`config.mk`:
```
export PLATFORM = sky130hd
export DESIGN_NAME = clock_pulse_scheduler
export DESIGN_NICKNAME = d
export VERILOG_FILES = /design/src/rtl/clock_pulse_scheduler.sv
export SDC_FILE = /design/constraint.sdc
export NUM_CORES = 1
export LEC_CHECK = 0
export BUFFER_PORTS_ARGS = -buffer_cell sky130_fd_sc_hd__buf_2
export CORE_MARGIN = 3
export CORE_UTILIZATION = 35
export CTS_CLUSTER_SIZE = 8
export DETAILED_ROUTE_END_ITERATION = 8
export HOLD_SLACK_MARGIN = 0.1
export REMOVE_ABC_BUFFERS = 1
export SETUP_SLACK_MARGIN = 0.05
export SLEW_MARGIN = 20
export SYNTH_ARGS = -nofsm -noshare
export SYNTH_HDL_FRONTEND = slang
export SYNTH_SLANG_ARGS = --single-unit
```
`constraint.sdc`:
```
create_clock -name clk_in -period 12 [get_ports clk_in]
set_input_delay 0.6 -clock clk_in [delete_from_list [all_inputs] [get_ports clk_in]]
set_output_delay 0.6 -clock clk_in [all_outputs]
set_load 0.01 [all_outputs]
```
`src/rtl/clock_pulse_scheduler.sv`:
```
// Run/stop and configuration controller producing a divided pulse clk_N from clk_in.
// New period/high-time settings are taken only at period boundaries so clk_N never produces a runt pulse.
module clock_pulse_scheduler #(
    parameter int CNT_W        = 16,
    parameter int DEFAULT_DIV  = 4,
    parameter int DEFAULT_HIGH = 2
) (
    input  logic             clk_in,
    input  logic             rst,
    input  logic             start,
    input  logic             stop,
    input  logic             cfg_valid,
    input  logic [CNT_W-1:0] cfg_div,
    input  logic [CNT_W-1:0] cfg_high,
    output logic             cfg_ready,
    output logic             cfg_err,
    output logic             clk_N,
    output logic             tick,
    output logic             busy,
    output logic [7:0]       period_cnt
);

    typedef enum logic [1:0] {
        IDLE     = 2'd0,
        RUN      = 2'd1,
        STOPPING = 2'd2
    } state_t;

    state_t           state_r, state_nxt_s;
    logic [CNT_W-1:0] cnt_r, cnt_nxt_s;
    logic [CNT_W-1:0] div_r, div_nxt_s;
    logic [CNT_W-1:0] high_r, high_nxt_s;
    logic [CNT_W-1:0] pend_div_r, pend_div_nxt_s;
    logic [CNT_W-1:0] pend_high_r, pend_high_nxt_s;
    logic             pend_r, pend_nxt_s;
    logic             clk_n_r, tick_r, busy_r, cfg_ready_r, cfg_err_r;
    logic [7:0]       period_cnt_r;
    logic             active_s, wrap_s, accept_s, legal_s, err_nxt_s;
    logic             busy_nxt_s, tick_nxt_s, clk_n_nxt_s, ready_nxt_s;

    function automatic logic cfg_is_legal(input logic [CNT_W-1:0] d, input logic [CNT_W-1:0] h);
        return (d >= CNT_W'(2)) && (h >= CNT_W'(1)) && (h < d);
    endfunction

    assign active_s = (state_r != IDLE);
    assign wrap_s   = active_s && (cnt_r == div_r - CNT_W'(1));
    assign accept_s = cfg_valid && cfg_ready_r;
    assign legal_s  = cfg_is_legal(cfg_div, cfg_high);

    // Next-state, counter and configuration bookkeeping for the coming edge.
    always_comb begin
        state_nxt_s     = state_r;
        cnt_nxt_s       = cnt_r;
        div_nxt_s       = div_r;
        high_nxt_s      = high_r;
        pend_nxt_s      = pend_r;
        pend_div_nxt_s  = pend_div_r;
        pend_high_nxt_s = pend_high_r;
        err_nxt_s       = 1'b0;

        case (state_r)
            IDLE: begin
                if (start && !stop) state_nxt_s = RUN;
                else                state_nxt_s = IDLE;
            end
            RUN: begin
                if (stop) state_nxt_s = STOPPING;
                else      state_nxt_s = RUN;
            end
            STOPPING: begin
                // A fresh start request keeps the waveform running seamlessly.
                if (start && !stop) state_nxt_s = RUN;
                else if (wrap_s)    state_nxt_s = IDLE;
                else                state_nxt_s = STOPPING;
            end
            default: state_nxt_s = IDLE;
        endcase

        if (!active_s)   cnt_nxt_s = CNT_W'(0);
        else if (wrap_s) cnt_nxt_s = CNT_W'(0);
        else             cnt_nxt_s = cnt_r + CNT_W'(1);

        // Pending settings take effect on a period boundary, including the one that ends a stop.
        if (wrap_s && pend_r) begin
            div_nxt_s  = pend_div_r;
            high_nxt_s = pend_high_r;
            pend_nxt_s = 1'b0;
        end else begin
            pend_nxt_s = pend_r;
        end

        if (accept_s) begin
            if (!legal_s) begin
                err_nxt_s = 1'b1;
            end else if (!active_s) begin
                div_nxt_s  = cfg_div;
                high_nxt_s = cfg_high;
            end else begin
                pend_nxt_s      = 1'b1;
                pend_div_nxt_s  = cfg_div;
                pend_high_nxt_s = cfg_high;
            end
        end else begin
            err_nxt_s = 1'b0;
        end
    end

    // Outputs are derived from next-cycle state so they can be registered without a lag.
    always_comb begin
        busy_nxt_s  = (state_nxt_s != IDLE);
        tick_nxt_s  = busy_nxt_s && (cnt_nxt_s == CNT_W'(0));
        clk_n_nxt_s = busy_nxt_s && (cnt_nxt_s < high_nxt_s);
        ready_nxt_s = (state_nxt_s == IDLE) || !pend_nxt_s;
    end

    // State and output registers.
    always_ff @(posedge clk_in) begin
        if (rst) begin
            state_r      <= IDLE;
            cnt_r        <= CNT_W'(0);
            div_r        <= CNT_W'(DEFAULT_DIV);
            high_r       <= CNT_W'(DEFAULT_HIGH);
            pend_r       <= 1'b0;
            pend_div_r   <= CNT_W'(0);
            pend_high_r  <= CNT_W'(0);
            clk_n_r      <= 1'b0;
            tick_r       <= 1'b0;
            busy_r       <= 1'b0;
            cfg_ready_r  <= 1'b1;
            cfg_err_r    <= 1'b0;
            period_cnt_r <= 8'd0;
        end else begin
            state_r      <= state_nxt_s;
            cnt_r        <= cnt_nxt_s;
            div_r        <= div_nxt_s;
            high_r       <= high_nxt_s;
            pend_r       <= pend_nxt_s;
            pend_div_r   <= pend_div_nxt_s;
            pend_high_r  <= pend_high_nxt_s;
            clk_n_r      <= clk_n_nxt_s;
            tick_r       <= tick_nxt_s;
            busy_r       <= busy_nxt_s;
            cfg_ready_r  <= ready_nxt_s;
            cfg_err_r    <= err_nxt_s;
            period_cnt_r <= tick_nxt_s ? period_cnt_r + 8'd1 : period_cnt_r;
        end
    end

    assign clk_N      = clk_n_r;
    assign tick       = tick_r;
    assign busy       = busy_r;
    assign cfg_ready  = cfg_ready_r;
    assign cfg_err    = cfg_err_r;
    assign period_cnt = period_cnt_r;

endmodule

```
==> run_results.csv, run 1 <==
group,metric,value,unit
sta,finalHoldViolations,0,
yosys,synth_top_area_share,35.3,%
floorplanning,start_util,36.6,%
critical_path,cpPeakStageDelay,0.61,ns
yosys,syn_area_per_cell,8.49,um^2
place,io_buffer_count,49,
critical_path,crit_fanout,31,
min_path,hold_path.class,"input pin to flop",
yosys,netlist_top_cells_area,"dfxtp_1 (35%), mux2i_1 (13%), nor2_1 (7.8%)",
clock_network,cts_buffer_depth,2,
critical_path,crit_top_cell,"a21o_1",
yosys,synth-edff-count,0,
yosys,synth.distinct_cells,55,
clock_network,root_buffer,"clkbuf_16",
pwr,p_per_area,124,nW/um^2
cells_and_area,seqCellArea,1920,um^2
clock_network,cts_tree,"yes",
cells_and_area,n_antenna_cell,0,
clock_network,cts.hold.buffers_added,0,
routing,routed_via_density,5.34,
yosys,yosys_warnings,0,
routing,vias,4568,
floorplanning,io_pins,50,
yosys,seq_area_frac_synth,35.3,%
clock_network,clk_pin_slew,0.07,ns
sta,finalSetupViolCount,0,
global_route,grt_max_degree,83,
cells_and_area,final_nets,736,
clock_network,h-tree-depth,3,
place,place_ws,7.22,ns
sta,rsz0062_at_grt,"no",
yosys,synth_seq_cells,96,
cells_and_area,multiInputGateArea,3280,um^2
yosys,ys.flop_type,"dfxtp_1",
sta,setup-tns-final,0,ns
place,dp.cells,839,
routing,drt-pass1-iter-count,5,
cells_and_area,drive_gt1_share,11.9,%
cells_and_area,fillerInstances,1497,
clock_network,cts_resized,0,
clock_network,post_cts_buffers,0,
clock_network,clock-sinks,96,
routing,ant_nets,0,
global_route,grt_pass1_wl,23000,um
sta,fmax,0.207,GHz
flow_run,cap_violations,0,
place,hpwlAfterDp,10500,um
cells_and_area,syn_to_final_growth,12.0,%
yosys,yosys-top-cells-count,"nor2_1 (113), dfxtp_1 (96), mux2i_1 (68)",
routing,wl_per_cell,16.5,um
critical_path,endpoint_kind,"flop",
yosys,netlist_instances,641,
global_route,overflow,0,
floorplanning,dieArea,17100,um^2
critical_path,critPathKind,"flop to flop",
critical_path,arrival,5.11,ns
critical_path,required,12.27,ns
sta,fin_worst_skew,0.00855,ns
critical_path,slowest_stage,"nor4b_1",
yosys,syn_area,5440,um^2
cells_and_area,finalNonFillerCells,855,
pwr,power.leakage,2.99,nW
critical_path,worstPathCellList,"inv_1 > ha_1 > nor4b_1 > or4b_1 > xnor2_1 > and4_1 > nand4_1 > buf_4 > mux2i_1 > nand2_1 > o21ai_0 > ha_1 > a21o_1 > a21o_1 > a21o_1 > a21o_1 > a21o_1 > a21o_1 > a21oi_1 > nand2_1 > a21oi_1",
routing,wl,14100,um
sta,slew_viol_final,0,
pwr,irDropWorstVdd,0.0575,mV
routing,drt_iter0_drc,243,
global_route,grt_pass1_vias,4382,
global_route,antenna_found_initial,0,
routing,drc,0,
clock_network,clk_latency,0.34,ns
yosys,async_flop_share,0,%
sta,finalCritPeriodShare,40.3,%
yosys,yosysTopAreaCell,"dfxtp_1",
sta,worst_pin_slew,0.845,ns
place,gp_congestion,0.962,
yosys,yosysMostFrequentCell,"nor2_1",
pwr,total_power,0.000756,W
floorplanning,die_w,131,um
global_route,grt_util_all_layers,16.9,%
sta,slew_headroom,43.7,%
sta,fin_crit,4.84,ns
floorplanning,core_area,14900,um^2
floorplanning,rows,44,
critical_path,start_kind,"flop",
outcome,status,"complete, no violations",
sta,setup_slack,7.16,ns
floorplanning,die-height,131,um
clock_network,cts_buffers,9,
==> flip-flops by register name, indices dropped and copies added, names as in the netlist <==
register,count
pend_r,1
tick,1
state_r,2
cfg_err,1
cnt_r,16
cfg_ready,1
pend_div_r,16
pend_high_r,16
busy,1
clk_N,1
high_r,16
div_r,16
period_cnt,8
==> final cells by class <==
| type | count | area share (%) |
|---|---|---|
| inverter | 25 | 1.54 |
| timing repair buffer | 52 | 4.39 |
| clock buffer | 10 | 3.76 |
| multi-input combinational | 482 | 53.9 |
| tap | 184 | 3.78 |
| sequential | 96 | 31.5 |
| clock inverter | 6 | 1.13 |
==> metrics by stage <==
step	hold slack, ns	util [%]	area [um^2]
after global routing	0.450	41.0	6100
after global placement	0.466	39.0	5790
after detailed placement	0.480	39.0	5790
final	0.462	41.0	6100
after floorplan	0.456	-	5290
after CTS	0.456	41.0	6090
==> worst paths after layout <==
| kind | start | end | slack, ns | cells after the start |
|---|---|---|---|---|
| setup reg to reg | div_r[0]$_SDFF_PP0_ | clk_N$_SDFF_PP0_ | 7.16 | 21 |
| hold / removal | stop | state_r[0]$_SDFF_PP0_ | 0.46 | 2 |
| hold reg to reg | period_cnt[7]$_SDFFE_PP0P_ | period_cnt[7]$_SDFFE_PP0P_ | 0.49 | 2 |
| setup / recovery | div_r[0]$_SDFF_PP0_ | clk_N$_SDFF_PP0_ | 7.16 | 21 |
==> report_power, final <==
group          switching, W  total (W)  internal, W
Combinational     0.0000710   0.000118    0.0000475
Sequential        0.0000132   0.000348     0.000334
Clock              0.000128   0.000290     0.000162
Total              0.000212   0.000756     0.000544
==> layout by cell type (no fill, tap or decap), drive strengths merged, types with 19 or more instances in the layout <==
| master | count |
|---|---|
| dfxtp | 96 |
| o21ai | 22 |
| mux2i | 68 |
| nor2 | 113 |
| buf | 52 |
| inv | 26 |
| ha | 33 |
| a211oi | 19 |
| nor3 | 21 |
| nand2 | 37 |
| xnor2 | 25 |
==> logic make-up (layout without fill, tap and decap cells) <==
logic type,Yosys count,in the layout,share of synthesized area (%)
buffers and inverters,63,93,4.53
AOI/OAI and AO/OA,98,98,12.5
muxes,70,70,12.9
and+or+nand+nor,245,245,21.4
adders and majority gates,33,33,7.58
xor gates and xnor gates,36,36,5.79
DFF,96,96,35.3
==> worst max-delay path: cells and delay by family, from the launching register on <==
family                   cells  cell delay [ns]
flip-flops                   1             0.35
buffers and inverters        2             0.54
XOR/XNOR                     1             0.18
AO/OA/AOI/OAI                9             1.38
AND/OR/NAND/NOR              6             1.51
adder cells (fa/ha/maj)      2             0.50
multiplexers                 1             0.24
==> routing by layer <==
| layer | vias up | wire length [um] | global-route usage [%] |
|---|---|---|---|
| met5 | - | 0 | 0 |
| met4 | 0 | 136 | 4.84 |
| met3 | 14 | 392 | 2.07 |
| met2 | 74 | 6940 | 28.9 |
| met1 | 2165 | 6610 | 22.4 |
| li1 | 2315 | - | - |
(Power assumes the default switching activity.)
==> inputs of run 2 (changes only) <==
==> constraint.sdc (replaced) <==
create_clock -name clk_in -period 4.8 [get_ports clk_in]
set_input_delay 0.24 -clock clk_in [delete_from_list [all_inputs] [get_ports clk_in]]
set_output_delay 0.24 -clock clk_in [all_outputs]
set_load 0.01 [all_outputs]
==> run_results.csv, run 2 (synthesis results as in run 1) <==
group,metric,value,unit
sta,finalHoldViolations,0,
critical_path,r2r_start,"div_r[9]$_SDFF_PP0_",
min_path,min_path_cells,2,
critical_path,crit_fanout,5,
cells_and_area,final_nets,746,
sta,worst_pin_slew,1.11,ns
sta,finalSetupViolCount,0,
critical_path,rr_worst_depth,19,
critical_path,required,5.08,ns
outcome,status,"complete, no violations",
global_route,antenna_found_initial,0,
floorplanning,start_util,36.6,%
place,io_buffer_count,49,
routing,ant_nets,0,
place,gp_congestion,0.858,
place,hpwlAfterDp,11000,um
critical_path,rrSetupSlack,0.35,ns
floorplanning,die-height,131,um
clock_network,h-tree-depth,3,
pwr,p_per_area,311,nW/um^2
global_route,grt_pass1_wl,23500,um
sta,finalCritPeriodShare,92.7,%
routing,wl,14500,um
global_route,grt_pass1_vias,4506,
cells_and_area,multiInputGateArea,3290,um^2
cells_and_area,mostFrequentLayoutCell,"nor2_1",
sta,fmax,0.225,GHz
global_route,grt_util_all_layers,17.6,%
cells_and_area,seqCellArea,1920,um^2
clock_network,clk_latency,0.35,ns
cells_and_area,syn_to_final_growth,13.6,%
critical_path,critPathKind,"flop to flop",
routing,drt_iter0_drc,242,
floorplanning,die_w,131,um
pwr,total_power,0.00193,W
critical_path,timing.rr.end,"clk_N$_SDFF_PP0_",
clock_network,cts_buffer_depth,2,
sta,fin_crit,4.45,ns
floorplanning,io_pins,50,
sta,fin_worst_skew,0.00855,ns
sta,slew_headroom,25.5,%
min_path,hold_path.class,"input pin to flop",
min_path,holdCritStartpoint,"stop",
critical_path,endpoint_kind,"flop",
cells_and_area,fillerInstances,1484,
routing,wl_per_cell,16.8,um
clock_network,cts.hold.buffers_added,0,
cells_and_area,n_antenna_cell,0,
critical_path,start_kind,"flop",
pwr,power.leakage,3.04,nW
clock_network,cts_buffers,9,
cells_and_area,final_cell_mix,"nor2_1 (113), dfxtp_1 (96), mux2i_1 (68)",
sta,rsz0062_at_grt,"no",
cells_and_area,utilization,41.6,%
critical_path,arrival,4.73,ns
global_route,grt_max_degree,62,
place,placed_cell_area,5850,um^2
cells_and_area,fin_area,6180,um^2
pwr,irDropWorstVdd,0.174,mV
clock_network,clock-sinks,96,
routing,drc,0,
cells_and_area,drive_gt1_share,13.5,%
clock_network,root_buffer,"clkbuf_16",
routing,routed_via_density,5.36,
flow_run,cap_violations,0,
floorplanning,rows,44,
floorplanning,core_area,14900,um^2
min_path,worst_hold_path.endpoint,"state_r[0]$_SDFF_PP0_",
global_route,overflow,0,
sta,slew_viol_final,0,
routing,vias,4638,
clock_network,clk_pin_slew,0.07,ns
clock_network,cts_tree,"yes",
floorplanning,dieArea,17100,um^2
routing,drt-pass1-iter-count,5,
## run 2: changes by cell type in the layout (fill, tap and decap cells not counted), sizes merged
| cell | before | now |
|---|---|---|
| clkinv | 0 | 2 |
| inv | 26 | 28 |
| clkinvlp | 4 | 0 |
| buf | 52 | 62 |
## run 2: worst max-delay path: stages, from the launching register on
cell and delay, ns:
dfxtp_1 0.35, or4_4 0.56, or4_4 0.56, or4_1 0.53
o211ai_2 0.13, nand4_1 0.13, buf_4 0.18, mux2i_1 0.14
nand2_1 0.06, o21ai_0 0.11, ha_1 0.29, a21o_1 0.16
a21o_1 0.17, a21o_1 0.17, a21o_1 0.18, a21o_1 0.17
a21o_1 0.17, a21oi_1 0.13, nand2_1 0.06, a21oi_1 0.12
## run 2: cell type report
class | count | area share [%]
multi-input cells | 482 | 53.2
clock inverters | 6 | 1.23
well taps | 184 | 3.72
repair buffers | 62 | 5.58
inverters | 25 | 1.52
clock buffers | 10 | 3.70
flip-flops and latches | 96 | 31.1
## run 2: how the worst max path moves through the flow
stage / from / endpoint / slack [ns] / depth (start not counted)
global route: div_r[9]$_SDFF_PP0_ / clk_N$_SDFF_PP0_ / 0.08 / 19
floorplan: div_r[0]$_SDFF_PP0_ / clk_N$_SDFF_PP0_ / -0.86 / 18
finish: div_r[9]$_SDFF_PP0_ / clk_N$_SDFF_PP0_ / 0.35 / 19
global placement: div_r[9]$_SDFF_PP0_ / clk_N$_SDFF_PP0_ / 0.23 / 18
CTS: div_r[9]$_SDFF_PP0_ / clk_N$_SDFF_PP0_ / 0.31 / 18
detailed placement: div_r[9]$_SDFF_PP0_ / clk_N$_SDFF_PP0_ / 0.03 / 17
## run 2: stage by stage
step	setup WS (ns)	instances	TNS [ns]	hold slack [ns]
3_3_place_gp	0.227	846	0	0.454
3_5_place_dp	0.0331	846	0	0.475
5_1_grt	0.0839	865	0	0.103
2_1_floorplan	-0.864	603	-0.864	0.309
6_report	0.352	865	0	0.108
4_1_cts	0.308	865	0	0.100
## run 2: routing by layer
metal / part of all wire [%] / up-vias / track usage [%]
met5: 0 / - / 0
met4: 2.6 / 0 / 6.96
met3: 3.4 / 24 / 1.99
met2: 49 / 98 / 30.1
met1: 45 / 2175 / 22.8
li1: - / 2341 / -
## run 2: report_power, final
group / switching (W) / total (W) / internal [W]
combinational: 0.000184 / 0.000309 / 0.000125
sequential: 0.0000306 / 0.000866 / 0.000836
clock: 0.000336 / 0.000750 / 0.000414
## run 2: repair_timing
action	4_1_cts	5_1_grt
setup endpoints to repair	1	1
pin swaps	1	0
setup buffers	3	0
gates cloned	0	0
resized for setup	0	3
==> inputs of run 3 (changes only) <==
--- a/config.mk
+++ b/config.mk
@@ -7,10 +7,11 @@
 export LEC_CHECK = 0
 export BUFFER_PORTS_ARGS = -buffer_cell sky130_fd_sc_hd__buf_2
 export CORE_MARGIN = 3
-export CORE_UTILIZATION = 35
+export CORE_UTILIZATION = 56
 export CTS_CLUSTER_SIZE = 8
 export DETAILED_ROUTE_END_ITERATION = 8
 export HOLD_SLACK_MARGIN = 0.1
+export PLACE_DENSITY = 0.76
 export REMOVE_ABC_BUFFERS = 1
 export SETUP_SLACK_MARGIN = 0.05
 export SLEW_MARGIN = 20
==> run_results.csv, run 3 (synthesis results as in run 1) <==
group,metric,value,unit
outcome,status,"complete, no violations",
floorplanning,io_pins,50,
sta,rsz0062_at_grt,"no",
clock_network,cts_buffer_depth,2,
floorplanning,core_area,9330,um^2
sta,finalHoldViolations,0,
critical_path,crit_top_cell,"a21o_1",
global_route,antenna_found_initial,0,
pwr,power.leakage,3.00,nW
clock_network,h-tree-depth,3,
critical_path,rrSetupSlack,0.31,ns
place,io_buffer_count,49,
critical_path,required,5.09,ns
floorplanning,die-height,105,um
floorplanning,die_w,105,um
routing,routed_via_density,5.96,
cells_and_area,finalNonFillerCells,810,
global_route,grt_pass1_wl,22800,um
global_route,grt_pass1_vias,4719,
sta,slew_viol_final,0,
routing,drt_iter0_drc,244,
cells_and_area,n_antenna_cell,0,
place,hpwlAfterDp,10400,um
routing,ant_nets,0,
routing,wl,13900,um
cells_and_area,syn_to_final_growth,10.7,%
floorplanning,start_util,58.4,%
global_route,grt_max_degree,55,
cells_and_area,fillerInstances,799,
cells_and_area,fin_area,6020,um^2
flow_run,cap_violations,0,
clock_network,clock-sinks,96,
critical_path,slowest_stage,"or4_1",
min_path,hold_path.class,"input pin to flop",
clock_network,root_buffer,"clkbuf_8",
floorplanning,rows,35,
critical_path,cpPeakStageDelay,0.56,ns
routing,drt-pass1-iter-count,5,
critical_path,arrival,4.78,ns
cells_and_area,drive_gt1_share,14.0,%
pwr,irDropWorstVdd,0.171,mV
clock_network,clk_pin_slew,0.10,ns
critical_path,endpoint_kind,"flop",
sta,finalCritPeriodShare,93.5,%
critical_path,start_kind,"flop",
sta,finalSetupViolCount,0,
global_route,overflow,0,
clock_network,clk_latency,0.37,ns
sta,fin_crit,4.49,ns
place,gp_congestion,1.00,
sta,setup-tns-final,0,ns
critical_path,worstPathCellList,"or4_1 > or4_4 > or4_4 > o211ai_2 > nand4_1 > buf_4 > buf_4 > mux2i_1 > nand2_1 > o21ai_1 > ha_1 > a21o_1 > a21o_1 > a21o_1 > a21o_1 > a21o_1 > a21oi_1 > nand2_1 > a21oi_1",
routing,drc,0,
clock_network,cts_tree,"yes",
global_route,grt_util_all_layers,25.7,%
critical_path,rr_worst_depth,19,
routing,wl_per_cell,17.2,um
critical_path,crit_fanout,5,
cells_and_area,final_cell_mix,"nor2_1 (113), dfxtp_1 (95), mux2i_1 (68)",
routing,vias,4827,
min_path,min_path_cells,3,
sta,slew_headroom,24.6,%
place,dp.cells,790,
sta,fin_worst_skew,0.0128,ns
cells_and_area,final_nets,746,
sta,fmax,0.223,GHz
sta,worst_pin_slew,1.13,ns
pwr,p_per_area,288,nW/um^2
cells_and_area,mostFrequentLayoutCell,"nor2_1",
place,placed_cell_area,5770,um^2
clock_network,cts_buffers,9,
floorplanning,dieArea,10900,um^2
critical_path,critPathKind,"flop to flop",
## run 3: cell count changes in the layout (fill, tap and decap cells not counted), sizes merged
cell and change:
inv -3, clkinvlp +1, clkinv +2, buf -1, dlygate4sd3 +1
## run 3: per-layer routing
metal | routed length, um | GRT usage [%] | vias up
met5 | 0 | 0 | -
met4 | 427 | 11.2 | 0
met3 | 836 | 3.58 | 26
met2 | 6680 | 43.3 | 161
met1 | 6000 | 32.8 | 2308
li1 | - | - | 2332
## run 3: repair_timing
| item | in CTS | in global routing |
|---|---|---|
| resized for setup | 0 | 8 |
| endpoints found under the setup margin | 1 | 1 |
| pin swaps | 1 | 2 |
| buffers inserted | 2 | 1 |
| hold endpoints to repair | 1 | 0 |
| gates cloned | 0 | 0 |
| hold buffers | 1 | 0 |
## run 3: final timing paths
| kind | start | endpoint |
|---|---|---|
| min | cfg_div[12] | pend_div_r[12]$_SDFFE_PP0P_ |
| max reg2reg | div_r[0]$_SDFF_PP0_ | clk_N$_SDFF_PP0_ |
| min reg2reg | period_cnt[7]$_SDFFE_PP0P_ | period_cnt[7]$_SDFFE_PP0P_ |
| max | div_r[0]$_SDFF_PP0_ | clk_N$_SDFF_PP0_ |
## run 3: per-stage QoR
step	total power (W)	hold WS [ns]	utilization [%]	setup slack [ns]
floorplan	0.00108	0.309	-	-0.864
global placement	0.00117	0.444	61.9	0.230
detailed placement	0.00119	0.467	61.9	0.0879
CTS	0.00173	0.161	64.3	0.225
global route	0.00181	0.179	64.6	0.0800
finish	0.00173	0.169	64.6	0.311
## run 3: cell type report
class,count,area [um^2],share of cell area [%]
Clock buffer,10,138,2.28
Clock inverter,6,68.8,1.14
Inverter,25,93.8,1.56
Multi-Input combinational cell,482,3290,54.7
Sequential cell,96,1920,31.9
Tap cell,129,161,2.68
Timing Repair Buffer,62,345,5.73
## run 3: where the power goes
| group | total, W | switching (W) | internal, W |
|---|---|---|---|
| sequential | 0.000869 | 0.0000334 | 0.000836 |
| combinational | 0.000311 | 0.000183 | 0.000128 |
| clock | 0.000552 | 0.000295 | 0.000257 |
| total | 0.00173 | 0.000512 | 0.00122 |
## run 3: worst max-delay path: cells and delay by family (launching register included)
family	cells	cell delay [ns]
buffers and inverters	2	0.32
DFF	1	0.36
and+or+nand+nor	6	1.92
adders and majority gates	1	0.29
AOI/OAI and AO/OA	9	1.39
muxes	1	0.14
